===== src/rtl/uart_mem_bridge_if.sv =====
// rtl/uart_mem_bridge_if.sv - host-side byte streams and status of uart_mem_bridge
//   rx_wr_en/rx_din/rx_full    : host push into the RX FIFO
//   tx_rd_en/tx_dout/tx_empty  : host pop from the TX FIFO (tx_dout registered)
//   state_leds                 : one-hot controller state, zero in IDLE
interface uart_mem_bridge_if #(
  parameter int FIFO_WIDTH = 8
);
  logic                  rx_wr_en;
  logic [FIFO_WIDTH-1:0] rx_din;
  logic                  rx_full;
  logic                  tx_rd_en;
  logic [FIFO_WIDTH-1:0] tx_dout;
  logic                  tx_empty;
  logic [5:0]            state_leds;

  modport master (
    output rx_wr_en, rx_din, tx_rd_en,
    input  rx_full, tx_dout, tx_empty, state_leds
  );

  modport slave (
    input  rx_wr_en, rx_din, tx_rd_en,
    output rx_full, tx_dout, tx_empty, state_leds
  );
endinterface


===== src/rtl/uart_mem_bridge.sv =====
// rtl/uart_mem_bridge.sv - byte-command bridge: RX FIFO -> packet controller -> 256x8 RAM -> TX FIFO
//   uart_mem_bridge_fifo : clk, rst (sync active-low), wr_en/din/full, rd_en/dout/empty
//   uart_mem_bridge      : clk, rst (sync active-low), bus (uart_mem_bridge_if.slave)
module uart_mem_bridge_fifo #(
  parameter int WIDTH = 8,
  parameter int DEPTH = 8
) (
  input  logic             clk,
  input  logic             rst,
  input  logic             wr_en,
  input  logic [WIDTH-1:0] din,
  output logic             full,
  input  logic             rd_en,
  output logic [WIDTH-1:0] dout,
  output logic             empty
);
  localparam int AW = $clog2(DEPTH);
  localparam logic [AW:0] FULL_CNT = (AW+1)'(DEPTH);

  logic [WIDTH-1:0] buf_q [DEPTH];
  logic [AW-1:0]    wr_ptr_q, wr_ptr_d, rd_ptr_q, rd_ptr_d;
  logic [AW:0]      count_q, count_d;
  logic [WIDTH-1:0] dout_q, dout_d;
  logic             push, pop;

  assign full  = (count_q == FULL_CNT);
  assign empty = (count_q == '0);
  assign dout  = dout_q;

  always_comb begin
    push     = wr_en && !full;
    pop      = rd_en && !empty;
    wr_ptr_d = push ? wr_ptr_q + 1'b1 : wr_ptr_q;
    rd_ptr_d = pop ? rd_ptr_q + 1'b1 : rd_ptr_q;
    dout_d   = pop ? buf_q[rd_ptr_q] : dout_q;
    count_d  = count_q;
    if (push && !pop) count_d = count_q + 1'b1;
    else if (pop && !push) count_d = count_q - 1'b1;
  end

  always_ff @(posedge clk) begin
    if (!rst) begin
      wr_ptr_q <= '0;
      rd_ptr_q <= '0;
      count_q  <= '0;
      dout_q   <= '0;
    end else begin
      wr_ptr_q <= wr_ptr_d;
      rd_ptr_q <= rd_ptr_d;
      count_q  <= count_d;
      dout_q   <= dout_d;
    end
  end

  // Storage is not reset; the pointers alone define what is valid.
  always_ff @(posedge clk) begin
    if (push) buf_q[wr_ptr_q] <= din;
  end
endmodule

module uart_mem_bridge #(
  parameter int FIFO_WIDTH = 8,
  parameter int FIFO_DEPTH = 8,
  parameter int MEM_DEPTH  = 256
) (
  input logic               clk,
  input logic               rst,
  uart_mem_bridge_if.slave  bus
);
  localparam logic [FIFO_WIDTH-1:0] CMD_WRITE = FIFO_WIDTH'(49);
  localparam logic [FIFO_WIDTH-1:0] CMD_READ  = FIFO_WIDTH'(48);

  typedef enum logic [2:0] {
    S_IDLE, S_READ_CMD, S_READ_ADDR, S_READ_DATA, S_WRITE_MEM_VAL, S_READ_MEM_VAL, S_ECHO_VAL
  } state_t;

  state_t                state_q, state_d;
  logic                  pend_q, pend_d;
  logic [FIFO_WIDTH-1:0] cmd_q, cmd_d, addr_q, addr_d, data_q, data_d, rdata_q, rdata_d;
  logic                  rx_rd_en, rx_empty, tx_wr_en, tx_full, mem_we;
  logic [FIFO_WIDTH-1:0] rx_dout, tx_din;
  logic [FIFO_WIDTH-1:0] mem [0:MEM_DEPTH-1];

  uart_mem_bridge_fifo #(.WIDTH(FIFO_WIDTH), .DEPTH(FIFO_DEPTH)) u_rx (
    .clk(clk), .rst(rst),
    .wr_en(bus.rx_wr_en), .din(bus.rx_din), .full(bus.rx_full),
    .rd_en(rx_rd_en), .dout(rx_dout), .empty(rx_empty)
  );

  uart_mem_bridge_fifo #(.WIDTH(FIFO_WIDTH), .DEPTH(FIFO_DEPTH)) u_tx (
    .clk(clk), .rst(rst),
    .wr_en(tx_wr_en), .din(tx_din), .full(tx_full),
    .rd_en(bus.tx_rd_en), .dout(bus.tx_dout), .empty(bus.tx_empty)
  );

  // Each byte-fetch state runs in two phases: pend_q=0 issues a single-cycle
  // pop once RX has data, pend_q=1 consumes the registered FIFO output.
  always_comb begin
    state_d  = state_q;
    pend_d   = pend_q;
    cmd_d    = cmd_q;
    addr_d   = addr_q;
    data_d   = data_q;
    rdata_d  = rdata_q;
    rx_rd_en = 1'b0;
    tx_wr_en = 1'b0;
    tx_din   = rdata_q;
    mem_we   = 1'b0;
    case (state_q)
      S_IDLE: if (!rx_empty) state_d = S_READ_CMD;
      S_READ_CMD: begin
        if (pend_q) begin
          pend_d  = 1'b0;
          cmd_d   = rx_dout;
          state_d = (rx_dout == CMD_WRITE || rx_dout == CMD_READ) ? S_READ_ADDR : S_IDLE;
        end else if (!rx_empty) begin
          rx_rd_en = 1'b1;
          pend_d   = 1'b1;
        end
      end
      S_READ_ADDR: begin
        if (pend_q) begin
          pend_d  = 1'b0;
          addr_d  = rx_dout;
          state_d = (cmd_q == CMD_WRITE) ? S_READ_DATA : S_READ_MEM_VAL;
        end else if (!rx_empty) begin
          rx_rd_en = 1'b1;
          pend_d   = 1'b1;
        end
      end
      S_READ_DATA: begin
        if (pend_q) begin
          pend_d  = 1'b0;
          data_d  = rx_dout;
          state_d = S_WRITE_MEM_VAL;
        end else if (!rx_empty) begin
          rx_rd_en = 1'b1;
          pend_d   = 1'b1;
        end
      end
      S_WRITE_MEM_VAL: begin
        mem_we  = 1'b1;
        state_d = S_IDLE;
      end
      S_READ_MEM_VAL: begin
        rdata_d = mem[addr_q];
        state_d = S_ECHO_VAL;
      end
      S_ECHO_VAL: begin
        if (!tx_full) begin
          tx_wr_en = 1'b1;
          state_d  = S_IDLE;
        end
      end
      default: state_d = S_IDLE;
    endcase
  end

  always_comb begin
    bus.state_leds = 6'b000000;
    case (state_q)
      S_READ_CMD:      bus.state_leds = 6'b000001;
      S_READ_ADDR:     bus.state_leds = 6'b000010;
      S_READ_DATA:     bus.state_leds = 6'b000100;
      S_WRITE_MEM_VAL: bus.state_leds = 6'b001000;
      S_READ_MEM_VAL:  bus.state_leds = 6'b010000;
      S_ECHO_VAL:      bus.state_leds = 6'b100000;
      default:         bus.state_leds = 6'b000000;
    endcase
  end

  always_ff @(posedge clk) begin
    if (!rst) begin
      state_q <= S_IDLE;
      pend_q  <= 1'b0;
      cmd_q   <= '0;
      addr_q  <= '0;
      data_q  <= '0;
      rdata_q <= '0;
    end else begin
      state_q <= state_d;
      pend_q  <= pend_d;
      cmd_q   <= cmd_d;
      addr_q  <= addr_d;
      data_q  <= data_d;
      rdata_q <= rdata_d;
    end
  end

  // RAM contents survive reset.
  always_ff @(posedge clk) begin
    if (mem_we) mem[addr_q] <= data_q;
  end
endmodule


===== src/flat_wrapper.sv =====
// flat-port wrapper written by rule: the top's interface ports become plain ports
module uart_mem_bridge_flat 
#(
  parameter int FIFO_WIDTH = 8,
  parameter int FIFO_DEPTH = 8,
  parameter int MEM_DEPTH  = 256
)
  (clk, rst, bus_rx_wr_en, bus_rx_din, bus_tx_rd_en, bus_rx_full, bus_tx_dout, bus_tx_empty, bus_state_leds);
  uart_mem_bridge_if #(.FIFO_WIDTH(FIFO_WIDTH)) bus_i ();
  input logic clk;
  input logic rst;
  input wire logic [$bits(bus_i.rx_wr_en)-1:0] bus_rx_wr_en;
  input wire logic [$bits(bus_i.rx_din)-1:0] bus_rx_din;
  input wire logic [$bits(bus_i.tx_rd_en)-1:0] bus_tx_rd_en;
  output wire logic [$bits(bus_i.rx_full)-1:0] bus_rx_full;
  output wire logic [$bits(bus_i.tx_dout)-1:0] bus_tx_dout;
  output wire logic [$bits(bus_i.tx_empty)-1:0] bus_tx_empty;
  output wire logic [$bits(bus_i.state_leds)-1:0] bus_state_leds;
  assign bus_i.rx_wr_en = bus_rx_wr_en;
  assign bus_i.rx_din = bus_rx_din;
  assign bus_i.tx_rd_en = bus_tx_rd_en;
  assign bus_rx_full = bus_i.rx_full;
  assign bus_tx_dout = bus_i.tx_dout;
  assign bus_tx_empty = bus_i.tx_empty;
  assign bus_state_leds = bus_i.state_leds;
  uart_mem_bridge #(.FIFO_WIDTH(FIFO_WIDTH), .FIFO_DEPTH(FIFO_DEPTH), .MEM_DEPTH(MEM_DEPTH)) u_core (.clk(clk), .rst(rst), .bus(bus_i));
endmodule

===== config.mk =====
export PLATFORM = sky130hd
export DESIGN_NAME = uart_mem_bridge_flat
export DESIGN_NICKNAME = d
export VERILOG_FILES = /design/src/rtl/uart_mem_bridge_if.sv /design/src/rtl/uart_mem_bridge.sv /design/src/flat_wrapper.sv
export SDC_FILE = /design/constraint.sdc
export NUM_CORES = 2
export LEC_CHECK = 0
export BUFFER_PORTS_ARGS = -buffer_cell sky130_fd_sc_hd__buf_2
export CAP_MARGIN = 10
export CORE_MARGIN = 5
export CORE_UTILIZATION = 45
export DETAILED_ROUTE_END_ITERATION = 10
export HOLD_SLACK_MARGIN = 0.02
export PLACE_DENSITY_LB_ADDON = 0.2
export SLEW_MARGIN = 20
export SYNTH_ARGS = -nofsm -noshare
export SYNTH_HDL_FRONTEND = slang
export SYNTH_SLANG_ARGS = --single-unit
export TNS_END_PERCENT = 10

===== constraint.sdc =====
create_clock -name clk -period 13.27 [get_ports clk]
set_clock_uncertainty 0.2 [all_clocks]
set_input_delay 0 -clock clk [delete_from_list [all_inputs] [get_ports clk]]
set_output_delay 0 -clock clk [all_outputs]
set_load 0.02 [all_outputs]

; ---- After elaboration in Yosys (flattened, before gate mapping)
; Memory sizes are Yosys's and may differ from the RTL's. A register that Yosys moved wholly into a read port is not among the register bits.
; Cells that the tools add are included.
[totals]
ff_bits = 48
mem_bits_rw = 2176
input_bits = 12
output_inout_bits = 16
word_cells = 93
mem_count = 3
[memory_table]
columns = name, words, word_bits, read_ports, rd_ports_with_merged_regs, write_ports, line
row1 = u_core.mem, 256, 8, 1, 1, 1, uart_mem_bridge.sv:82  ; logic [FIFO_WIDTH-1:0] mem [0:MEM_DEPTH-1];
row2 = u_core.u_rx.buf_q, 8, 8, 1, 1, 1, uart_mem_bridge.sv:20  ; logic [WIDTH-1:0] buf_q [DEPTH];
row3 = u_core.u_tx.buf_q, 8, 8, 1, 1, 1, uart_mem_bridge.sv:20
[op_classes]
n_addsub = 8
n_eq_ne = 16
muxes = 25
n_reduce_logical = 30
[ops]
columns = operator, count
row1 = 6-bit one-hot mux with 6 select lines, 1
row2 = 8-bit by 6-bit equality test with 1-bit output (second input constant), 3
row3 = 3-bit two-way mux, 6
row4 = 3-bit one-hot mux with 6 select lines, 1
row5 = 4-bit two-way mux, 4
row6 = 3-bit by 1-bit adder with 3-bit output (second input constant), 4
row7 = 1-bit two-way mux, 12
row8 = 1-bit logical NOT, 11
row9 = 3-bit equality test (second input constant), 3
row10 = 4-bit by 1-bit adder with 4-bit output (second input constant), 2
row11 = 4-bit equality test (second input constant), 2
row12 = 1-bit logical AND, 8
row13 = 4-bit logical NOT, 2
row14 = 4-bit by 1-bit subtractor with 4-bit output (second input constant), 2
row15 = 3-bit by 2-bit equality test with 1-bit output (second input constant), 2
row16 = 2-bit by 1-bit != test with 1-bit output (second input constant), 3
row17 = 2-bit AND reduction, 3
row18 = 5-bit AND reduction, 1
row19 = 2-bit != test (second input constant), 2
row20 = 2-bit nonzero test, 2
row21 = 3-bit by 1-bit equality test with 1-bit output (second input constant), 1
row22 = 3-bit logical NOT, 1
row23 = 3-bit OR reduction, 1
row24 = 2-bit two-way mux, 1
row25 = 1-bit logical OR, 1

; ---- Longest topological paths before layout
[logic_depth]
ltp_word = 8
mapped_depth = 15

; ---- Hierarchy
; From an unflattened synthesis, not the netlist that was laid out.
[hier_totals]
cells_unflattened = 4349
area_unflattened_um2 = 87843.0
[by_module_without_submodules]
columns = module, n_inst, cells_each, area_each_um2, seq_area_each_um2
row1 = uart_mem_bridge, 1, 3971, 81381.8, 62219.7
row2 = uart_mem_bridge_fifo, 2, 189, 3230.6, 2282.2

; ---- Least setup slack after synthesis
; Ideal clock, no wire load.
[synth_timing]
path_type = register -> register
start = register u_core.data_q[0]
end = memory u_core.mem[0][0] (data pin)
setup_ns = 0.856
arrival_time_ns = 3.397
required_time_ns = 12.214
path_slack_ns = 8.817
stages_incl_launch_ff = 1
n_path_buf = 0
synth_period_minus_slack_ns = 4.453
path_cell_list = dfxtp_1
[synth_lines]
columns = item, line
row1 = "start, declared", uart_mem_bridge.sv:79  ; logic [FIFO_WIDTH-1:0] cmd_q, cmd_d, addr_q, addr_d, data_q, data_d, rdata_q, rdata_d;
row2 = "start signal, assigned", uart_mem_bridge.sv:185  ; data_q <= data_d;
row3 = "end, declared", uart_mem_bridge.sv:82
; Straight into the memory's write port.

==> impl_metrics.yaml <==
finish:
  area_delta_synth_final_pct: 11.9
  nets: 4452
  diodes: 0
  drive_gt1_share_pct: 21.4
  final_cell_mix: "edfxtp_1, mux4_2, nor2_1"
  post-route-cell-area_um2: 98500
  layout_commonest_cell: "edfxtp_1"
die:
  die-area_um2: 204000
  die_width_um: 452
  boundaryPins: 28
  rows: 162
  start_util_pct: 45.2
  dieHeight_um: 452
  core_area_um2: 195000
clock_network:
  numCtsBuffers: 223
  cts_buffer_depth: 3
  cts.clk_slew.worst_paths_ns: 0.07
  cts_resized: 0
  cts.sinks: 2248
  post_cts_buffers: 0
  cts-root-buf: "clkbuf_16"
  clock_latency_ns: 0.85
  cts_tree: "built"
  htreeDepth: 4
global_route:
  antenna_found_initial: 7
  overflow: 0
  track_usage_pct: 22.3
  grt_pass1_wl_um: 329000
  grt_pass1_vias: 43900
  grt_max_degree: 225
route:
  via_per_inst: 6.05
  wl_um: 229000
  drt_iter0_drc: 5081
  wl_per_cell_um: 31.6
  dr.pass1.iters: 6
  vias: 43800
  postRouteAntennaNets: 0
  drc: 0
power:
  power_density_nw_per_um2: 147
  leakage_nw: 30.7
  worst_ir_drop_vdd_v: 0.000122
setup_path:
  cp-start-kind: "flop"
  crit_fanout: 119
  path_class: "reg -> reg"
  required_ns: 13.80
  endpoint_kind: "flop"
  critPathArrivalTime_ns: 5.88
  critPathMaxStageDelay_ns: 0.86
  path_buf_inv: 2
  crit_top_cell: "o22ai_1"
  path_cells: "buf_4 > buf_12 > mux4_1 > mux2i_1 > o22ai_1 > or3_1 > a31oi_1 > o22ai_1"
  path_delay_family: "buffers and inverters"
  crit_slowest_cell: "dfxtp_4"
sta:
  whs_ns: 0.115
  finalCritPeriodShare_pct: 40.3
  fmax_mhz: 187
  setup_tns_ns: 0
  slew_headroom_pct: 17.6
  period_minus_slack_ns: 5.35
  slew_viol_final: 0
  setup_viol: 0
  grt_setup_unrepaired: "false"
  fin_ws_ns: 7.92
  final_hold_viol_count: 0
  tightest_slew_ns: 1.23
placement:
  placed_area_um2: 90700
  pre_cts_slack_ns: 7.87
  post-dp-hpwl_um: 135000
  gp_congestion: 0.856
  portBuffers: 27
synthesis:
  syn-cell-area_um2: 88000
  synth_edf_count: 2176
  synth-async-reset-ratio_pct: 0
  ys_warn_count: 0
  syn_inst: 4324
  synth-seq-area-share_pct: 75.9
  ys.flop_type: "edfxtp_1"
  postSynthAreaPerCell_um2: 20.3
  ys_ff_latch: 2248
  synthDistinctLibCells: 72
  synth.net_count: 4348
run:
  maxCapViolCount: 0
worst_hold_path:
  hold_path.class: "in -> reg"
run_status:
  status: "finished, final reports clean"
==> worst min-delay path: cells and delay by family <==
kind                   cells  cell delay (ns)
buffers and inverters      3             0.86
AOI/OAI and AO/OA          1             0.16
and+or+nand+nor            1             0.12
==> sequential cells by signal, summed over array words and instances, names as in the netlist, 4 cells and up <==
name / count
u_core.addr_q: 8
u_core.u_rx.count_q: 4
u_core.u_tx.buf_q: 64
u_core.data_q: 8
u_core.u_tx.dout: 8
u_core.rdata_q: 8
u_core.u_rx.buf_q: 64
u_core.u_tx.count_q: 4
u_core.u_rx.dout: 8
u_core.mem: 2048
u_core.cmd_q: 8
==> logic make-up (layout without fill, tap and decap cells) <==
family	Yosys count	in the layout	share of synthesized area (%)
DFF	2248	2248	75.9
muxes	702	702	15.5
and+or+nand+nor	735	735	3.61
adders and majority gates	12	12	0.188
AOI/OAI and AO/OA	333	333	2.78
buffers and inverters	280	581	1.90
xor gates and xnor gates	14	14	0.139
==> synth_stat cells (29+ instances only) <==
cell,number,area (um2)
mux4_1,29,762
edfxtp_1,2176,65300
dfxtp_1,72,1440
a21boi_0,30,225
mux2i_1,181,1810
nand2_1,243,912
clkbuf_1,90,338
buf_4,57,428
mux4_2,487,11000
nand3_1,47,235
o21ai_0,43,215
buf_6,37,417
buf_2,71,355
nor2_1,307,1150
o22ai_1,38,238
==> where the power goes <==
part           total [W]  internal (W)  switching (W)
Clock            0.00638       0.00363        0.00276
Combinational   0.000326      0.000159       0.000167
Sequential       0.00776       0.00771      0.0000535
Total             0.0145        0.0115        0.00298
==> timing repair <==
item / CTS / global route
hold endpoints to repair: 191 / 0
hold buffers: 22 / 0
endpoints found under the setup margin: 0 / 0
==> path summary, 6_finish.rpt <==
path | start | to | slack [ns] | cells after the start
worst min register to register | u_core.cmd_q[5]$_SDFFE_PN0P_ | u_core.cmd_q[5]$_SDFFE_PN0P_ | 0.26 | 2
worst max register to register | u_core.addr_q[1]$_SDFFE_PN0P_ | u_core.rdata_q[5]$_SDFFE_PN0P_ | 7.92 | 8
worst max-delay path | u_core.addr_q[1]$_SDFFE_PN0P_ | u_core.rdata_q[5]$_SDFFE_PN0P_ | 7.92 | 8
worst min-delay path | bus_tx_rd_en | u_core.u_tx.dout[0]$_SDFFE_PN0P_ | 0.11 | 5
==> layout make-up <==
class | instances | area [um2]
clock buffers | 264 | 5810
clock inverters | 158 | 1640
fillers | 15400 | 96300
inverters | 16 | 70.1
multi-input cells | 1796 | 19600
flip-flops and latches | 2248 | 66800
well taps | 2624 | 3280
repair buffers | 143 | 1220
==> metrics by stage <==
step	cells	utilization, %	power (W)
after detailed placement	6803	46.6	0.00824
after global placement	6803	46.6	0.00824
after CTS	7247	50.5	0.0146
after floorplan	4324	-	0.00815
final	7249	50.5	0.0145
after global routing	7249	50.5	0.0149
==> layer usage <==
metal | wire, um | vias to the layer above | GRT usage (%)
met2 | 109000 | 1896 | 35.0
met3 | 19100 | 416 | 4.82
met1 | 93200 | 23500 | 31.3
li1 | - | 18000 | -
met5 | 20 | - | 0
met4 | 8090 | 2 | 7.51
Power figures use the tool's default switching activity.
